--- config.mk ---
export PLATFORM = sky130hd
export DESIGN_NAME = mau_issue_queue
export DESIGN_NICKNAME = d
export VERILOG_FILES = /design/src/rtl/mau_pkg.sv /design/src/rtl/mau_sync_fifo.sv /design/src/rtl/mau_issue_queue.sv
export SDC_FILE = /design/constraint.sdc
export NUM_CORES = 1
export LEC_CHECK = 0
export ABC_AREA = 1
export ABC_CLOCK_PERIOD_IN_PS = 7700
export BUFFER_PORTS_ARGS = -buffer_cell sky130_fd_sc_hd__clkbuf_2
export CORE_AREA = 2 2 120 122
export CTS_BUF_LIST = sky130_fd_sc_hd__clkbuf_8
export DETAILED_ROUTE_END_ITERATION = 6
export DIE_AREA = 0 0 122 124
export PLACE_DENSITY = 0.78
export SLEW_MARGIN = 40
export SYNTH_ARGS = -nofsm -noshare
export SYNTH_HDL_FRONTEND = slang
export SYNTH_SLANG_ARGS = --single-unit
--- constraint.sdc ---
create_clock -name clk_i -period 7.7 [get_ports clk_i]
set_input_delay 0.77 -clock clk_i [delete_from_list [all_inputs] [get_ports clk_i]]
set_output_delay 0.77 -clock clk_i [all_outputs]
set_load 0.01 [all_outputs]
--- src/rtl/mau_pkg.sv ---
// mau_pkg: default widths shared along the memory-access path
package mau_pkg;
  localparam int INSTRUCTION_LENGTH = 32;
  localparam int OPCODE_LENGTH = 7;
  localparam int DATA_WIDTH = 32;
endpackage

--- src/rtl/mau_sync_fifo.sv ---
// mau_sync_fifo: single-clock FIFO with extra-MSB pointers, cleared storage on reset
module mau_sync_fifo #(
  parameter int DEPTH = 4,
  parameter int WIDTH = 32
) (
  input  logic                     clk_i,
  input  logic                     reset_i,
  input  logic                     push_i,
  input  logic [WIDTH-1:0]         data_i,
  input  logic                     pop_i,
  output logic [WIDTH-1:0]         head_o,
  output logic                     full_o,
  output logic                     empty_o,
  output logic [$clog2(DEPTH):0]   level_o
);
  localparam int AW = $clog2(DEPTH);
  logic [WIDTH-1:0] mem [DEPTH];
  logic [AW:0] wr_ptr, rd_ptr;
  always_comb begin
    full_o = (wr_ptr[AW] != rd_ptr[AW]) && (wr_ptr[AW-1:0] == rd_ptr[AW-1:0]);
    empty_o = wr_ptr == rd_ptr;
    level_o = wr_ptr - rd_ptr;
    head_o = mem[rd_ptr[AW-1:0]];
  end
  always_ff @(posedge clk_i or posedge reset_i) begin
    if (reset_i) begin
      wr_ptr <= '0;
      rd_ptr <= '0;
      for (int i = 0; i < DEPTH; i++) mem[i] <= '0;
    end else begin
      if (push_i && !full_o) begin
        mem[wr_ptr[AW-1:0]] <= data_i;
        wr_ptr <= wr_ptr + (AW+1)'(1);
      end
      if (pop_i && !empty_o) rd_ptr <= rd_ptr + (AW+1)'(1);
    end
  end
endmodule

--- src/rtl/mau_issue_queue.sv ---
// mau_issue_queue: buffers memory-access instructions and issues one at a time
// to MemoryAccessUnit, tracking the outstanding op and debug counters.
module mau_issue_queue #(
  parameter int INSTRUCTION_LENGTH = mau_pkg::INSTRUCTION_LENGTH,
  parameter int QUEUE_DEPTH = 4,
  parameter int COUNT_WIDTH = 16
) (
  input  logic                            clk_i,
  input  logic                            reset_i,
  input  logic [INSTRUCTION_LENGTH-1:0]   instruction_i,
  input  logic                            instruction_valid_i,
  output logic                            instruction_ready_o,
  output logic [INSTRUCTION_LENGTH-1:0]   issue_instruction_o,
  output logic                            issue_valid_o,
  input  logic                            issue_ready_i,
  input  logic                            issue_done_i,
  output logic [$clog2(QUEUE_DEPTH):0]    fill_level_o,
  output logic                            busy_o,
  output logic [COUNT_WIDTH-1:0]          issued_count_o,
  output logic [COUNT_WIDTH-1:0]          completed_count_o,
  output logic                            spurious_done_o
);
  logic full, empty, outstanding, issue;
  mau_sync_fifo #(.DEPTH(QUEUE_DEPTH), .WIDTH(INSTRUCTION_LENGTH)) u_fifo (
    .clk_i   (clk_i),
    .reset_i (reset_i),
    .push_i  (instruction_valid_i),
    .data_i  (instruction_i),
    .pop_i   (issue),
    .head_o  (issue_instruction_o),
    .full_o  (full),
    .empty_o (empty),
    .level_o (fill_level_o)
  );
  always_comb begin
    instruction_ready_o = !full;
    issue_valid_o = !empty && !outstanding;
    issue = issue_valid_o && issue_ready_i;
    busy_o = !empty || outstanding;
  end
  // a done with nothing in flight only flags; issue may still set outstanding on that edge
  always_ff @(posedge clk_i or posedge reset_i) begin
    if (reset_i) begin
      outstanding <= 1'b0;
      issued_count_o <= '0;
      completed_count_o <= '0;
      spurious_done_o <= 1'b0;
    end else begin
      if (issue_done_i && outstanding) begin
        outstanding <= 1'b0;
        completed_count_o <= completed_count_o + COUNT_WIDTH'(1);
      end
      if (issue_done_i && !outstanding) spurious_done_o <= 1'b1;
      if (issue) begin
        outstanding <= 1'b1;
        issued_count_o <= issued_count_o + COUNT_WIDTH'(1);
      end
    end
  end
endmodule

; Yosys cells after proc, flatten, opt, wreduce, memory -nomap -nowiden
; Index checks and enable logic that the tools add are counted.
[classes]
bitwise = 2
n_eq_ne = 3
n_reduce_logical = 13
n_lt_le_gt_ge = 3
addsub = 5
mux = 8
[op_table]
columns = cell, n
row1 = 128-bit bitwise mux, 1
row2 = 32-bit 2-to-1 mux, 3
row3 = 32-bit binary-select mux with 2-bit select, 1
row4 = 32-bit demux with 2-bit select, 1
row5 = "16-bit by 1-bit adder with 16-bit output, second input constant", 2
row6 = 1-bit logical AND, 8
row7 = "3-bit by 1-bit adder with 3-bit output, second input constant", 2
row8 = "3-bit greater-or-equal comparator, second input constant", 2
row9 = 2-bit inverter with 3-bit output, 2
row10 = 3-bit equality test, 1
row11 = 1-bit zero test, 3
row12 = "3-bit by 1-bit less-than comparator with 1-bit output, second input constant", 1
row13 = 3-bit subtractor, 1
row14 = 2-bit equality test, 1
row15 = 1-bit 2-to-1 mux, 2
row16 = 2-bit nonzero test, 1
row17 = 1-bit logical OR, 1
row18 = 1-bit != test, 1
[word_totals]
reg_bits = 168
inputBits = 37
out_inout_bits = 71

; Longest topological paths before layout
[depth]
word_depth = 6
mapped_depth = 11
depth_no_buf = 10

; Modules after synthesis
; A second synthesis with hierarchy kept.
[hier_totals]
cells_unflattened = 1001
hier_area_um2 = 8298.0
[by_module_without_submodules]
columns = mod, seq_area_each_um2, cells_per_inst, n_inst, area_each_um2
row1 = mau_sync_fifo, 3353.2, 808, 1, 6600.1
row2 = mau_issue_queue, 850.8, 193, 1, 1697.9

; Least setup slack after synthesis
; Ideal clock, no wire load.
[synth_path]
path_kind = flip-flop to output port
start = reg u_fifo.rd_ptr[1]
end = out issue_valid_o
n_path_buf = 1
t_required_ns = 6.930
arrival_time_ns = 1.466
path_stages_with_launch = 9
path_slack_ns = 5.464
cell_sequence = dfrtp_1 -> inv_1 -> clkbuf_1 -> ha_1 -> nand2_1 -> inv_1 -> nand3_1 -> nand2_1 -> inv_1
[synth_via]
elab_chain_cells = 3
[synth_lines]
columns = element, line_no
row1 = start: declaration, mau_sync_fifo.sv:18  ; logic [AW:0] wr_ptr, rd_ptr;
row2 = start signal: assignment, mau_sync_fifo.sv:35  ; if (pop_i && !empty_o) rd_ptr <= rd_ptr + (AW+1)'(1);
row3 = 3-bit equality test, mau_sync_fifo.sv:21  ; empty_o = wr_ptr == rd_ptr;
row4 = 1-bit zero test, mau_issue_queue.sv:37  ; issue_valid_o = !empty && !outstanding;
row5 = 1-bit logical AND, mau_issue_queue.sv:37
row6 = end: declaration, mau_issue_queue.sv:14  ; output logic issue_valid_o,
; Every way passes these cells.

; Final worst setup path
[layout_path]
start = reg u_fifo.rd_ptr[0]
end = out issue_instruction_o[27]
[layout_via]
elab_chain_cells = 4
[layout_lines]
columns = element, line_no
row1 = 2-bit inverter with 3-bit output (not written as such), mau_sync_fifo.sv:23  ; head_o = mem[rd_ptr[AW-1:0]];
row2 = 32-bit binary-select mux with 2-bit select, mau_sync_fifo.sv:23
row3 = 32-bit 2-to-1 mux (not written as such) (2 in a row), mau_sync_fifo.sv:23
row4 = end: declaration, mau_issue_queue.sv:13  ; output logic [INSTRUCTION_LENGTH-1:0] issue_instruction_o,
; Every way passes these cells. The select of a mux whose other input is x is not followed.

==> out/metrics.csv <==
metric;value;unit
rows;43;
crit_required;6.93;ns
mostFrequentLayoutCells;208 x nand2_1, 167 x dfrtp_1, 107 x clkbuf_2;
post-cts-setup-buffers;0;
grt_max_degree;108;
synth_top_area_share;0.543;
intPower;2.10;mW
gr-total-overflow;0;
leakagePower;4.32;nW
die-height;124;um
drt-pass1-iter-count;5;
period_minus_slack;3.01;ns
cts.sinks;168;
max-vdd-ir-drop;0.286;mV
cts.path.max_buffers;2;
regToRegSetupSlack;5.14;ns
pin_count;108;
yosysWarnings;0;
crit_path_start_kind;register;
fp.dieArea;15100;sq um
start_util;0.564;
synth_top_area_cell;dfrtp_1;
layout-drive-gt1-share;0.182;
arrival;2.24;ns
core_area;13700;sq um
hold_violations;0;
grt_pass1_vias;5614;
syn_nets;934;
fmax;0.332;GHz
path_class;reg2out;
synth_cells;887;
track_usage;0.229;
worstRegToRegCells;7;
fillers;1244;
hp-class;in2async;
syn_avg_cell_area;8.73;sq um
worstSkewPairLatency;0.46;ns
dpl_cell_area;8290;sq um
synth_area_leaders;dfrtp_1 54%, nand2_1 10%, o21ai_1 6.8%;
clkPwrFrac;0.162;
crit_buf_inv;2;
yosysUniqueCellTypes;30;
setup_violations;0;
drtAntennaViolNets;0;
place.gp.congestion;0.788;
final_max_slew_viol_count;0;
final_util;0.631;
dp_hpwl;10000;um
rsz0062_at_grt;no;
timing.rr.start;u_fifo.rd_ptr[1];
worst_pin_slew;0.762;ns
reg2reg_to;u_fifo.mem[105];
cp_slowest_cell;dfrtp_2;
async_flop_share;1.00;
drt_iter0_markers;397;
cts_resized;0;
wl_per_cell;13.9;um
fp.dieW;122;um
cts_root_buf;clkbuf_8;
area_growth_syn_to_layout;11.9;%
syn_area;7740;sq um
end_kind;output pin;
synth-edff-count;0;
route.detailed.drc;0;
fin_nets;1015;
slew_headroom;0.492;
p_per_area;416;nW/um^2
combPwrFrac;0.430;
layout_commonest_cell;nand2_1;
wl;16100;um
synthFlopType;dfrtp_1;
port_buffers;107;
synth_seq_area_share;0.543;
status;finished clean;
numCtsBuffers;17;
postLayoutCellArea;8660;sq um
antenna_found_initial;0;
crit_chain;buf_4, o21ai_0, o22ai_1, clkbuf_2;
ys_seq_elements;168;
clk_pin_slew;0.07;ns
max_stage_delay;0.72;ns
antenna_cells;0;
finalCritPeriodShare;0.391;
setup_tns;0;ns
p_sw;1.50;mW
drv_cap;0;
ctsHoldBuffers;0;
p_sw_frac;0.417;
h-tree-depth;4;
cp_top_family;flip-flops;
grt_pass1_wl;27100;um
finClkSkew;0.0113;ns
cts_tree;built;
drt-vias-per-instance;5.25;
vias;6092;
p_seq_frac;0.407;
worstPathMaxFanout;38;
## worst max-delay path by stage
stage	from	cells after the start	end	slack, ns
2_1_floorplan	reset_i	1	completed_count_o[0]	2.38
3_3_place_gp	u_fifo.rd_ptr[1]	7	u_fifo.wr_ptr[2]	4.69
3_5_place_dp	u_fifo.rd_ptr[1]	7	u_fifo.mem[85]	5.14
4_1_cts	u_fifo.rd_ptr[0]	4	issue_instruction_o[27]	4.69
5_1_grt	u_fifo.rd_ptr[0]	4	issue_instruction_o[7]	4.52
6_report	u_fifo.rd_ptr[0]	4	issue_instruction_o[27]	4.69
## flip-flops by register name, indices dropped and copies added, names as in the netlist
name and cells:
issued_count_o 16, spurious_done_o 1, u_fifo.wr_ptr 3, u_fifo.rd_ptr 3, completed_count_o 16, outstanding 1, u_fifo.mem 128
## routing by layer
metal	track usage	wire, um	vias up	share of wire
met5	0	0	-	0
met1	0.307	7420	2870	0.46
met4	0.0805	262	0	0.016
li1	-	-	3063	-
met2	0.369	7630	140	0.47
met3	0.0536	807	19	0.050
## cell usage after synthesis, types with 2 or more instances
cell and number:
buf_2 22, buf_6 7, clkbuf_1 18, dfrtp_1 168, ha_1 9, inv_1 66
inv_2 2, nand2_1 208, nand2_2 2, nand3_1 20, nand3_4 4, nand3b_1 2
nand4_1 3, nor2_1 91, nor2_2 2, o21ai_0 76, o21ai_1 105, o21ai_2 22
o22ai_1 32, xnor2_1 8, xor2_1 11
## area by class of cell
type / count / area [sq um] / share of cell area
Multi-Input combinational cell: 602 / 3010 / 0.348
Timing Repair Buffer: 111 / 582 / 0.0672
Clock inverter: 11 / 81.3 / 0.00939
Sequential cell: 168 / 4210 / 0.485
Clock buffer: 21 / 289 / 0.0334
Tap cell: 180 / 225 / 0.0260
Inverter: 68 / 265 / 0.0306
## power groups by stage
stage	Combinational (mW)	Clock (mW)	Sequential [mW]
after global placement	1.52	0	1.47
after floorplan	1.16	0	1.42
final	1.55	0.585	1.47
after CTS	1.57	0.597	1.46
after detailed placement	1.56	0	1.47
after global routing	1.76	0.637	1.52
## logic make-up (layout without fill, tap and decap cells)
family | Yosys count | in the layout | share of synthesized area
simple gates | 335 | 335 | 0.180
compound gates | 237 | 237 | 0.169
flops | 168 | 168 | 0.543
buf+inv | 117 | 211 | 0.0677
xor+xnor | 19 | 19 | 0.0215
fa+ha+maj | 10 | 10 | 0.0171
mux | 1 | 1 | 0.00145
## per-stage QoR
stage | cells | setup WS, ns | hold slack (ns) | total power, mW
2_1_floorplan | 887 | 2.38 | 0.454 | 2.58
3_3_place_gp | 1128 | 4.69 | 0.443 | 2.98
3_5_place_dp | 1129 | 5.14 | 0.448 | 3.03
4_1_cts | 1161 | 4.69 | 0.458 | 3.63
5_1_grt | 1161 | 4.52 | 0.484 | 3.91
6_report | 1161 | 4.69 | 0.434 | 3.60
Power figures use the tool's default switching activity.
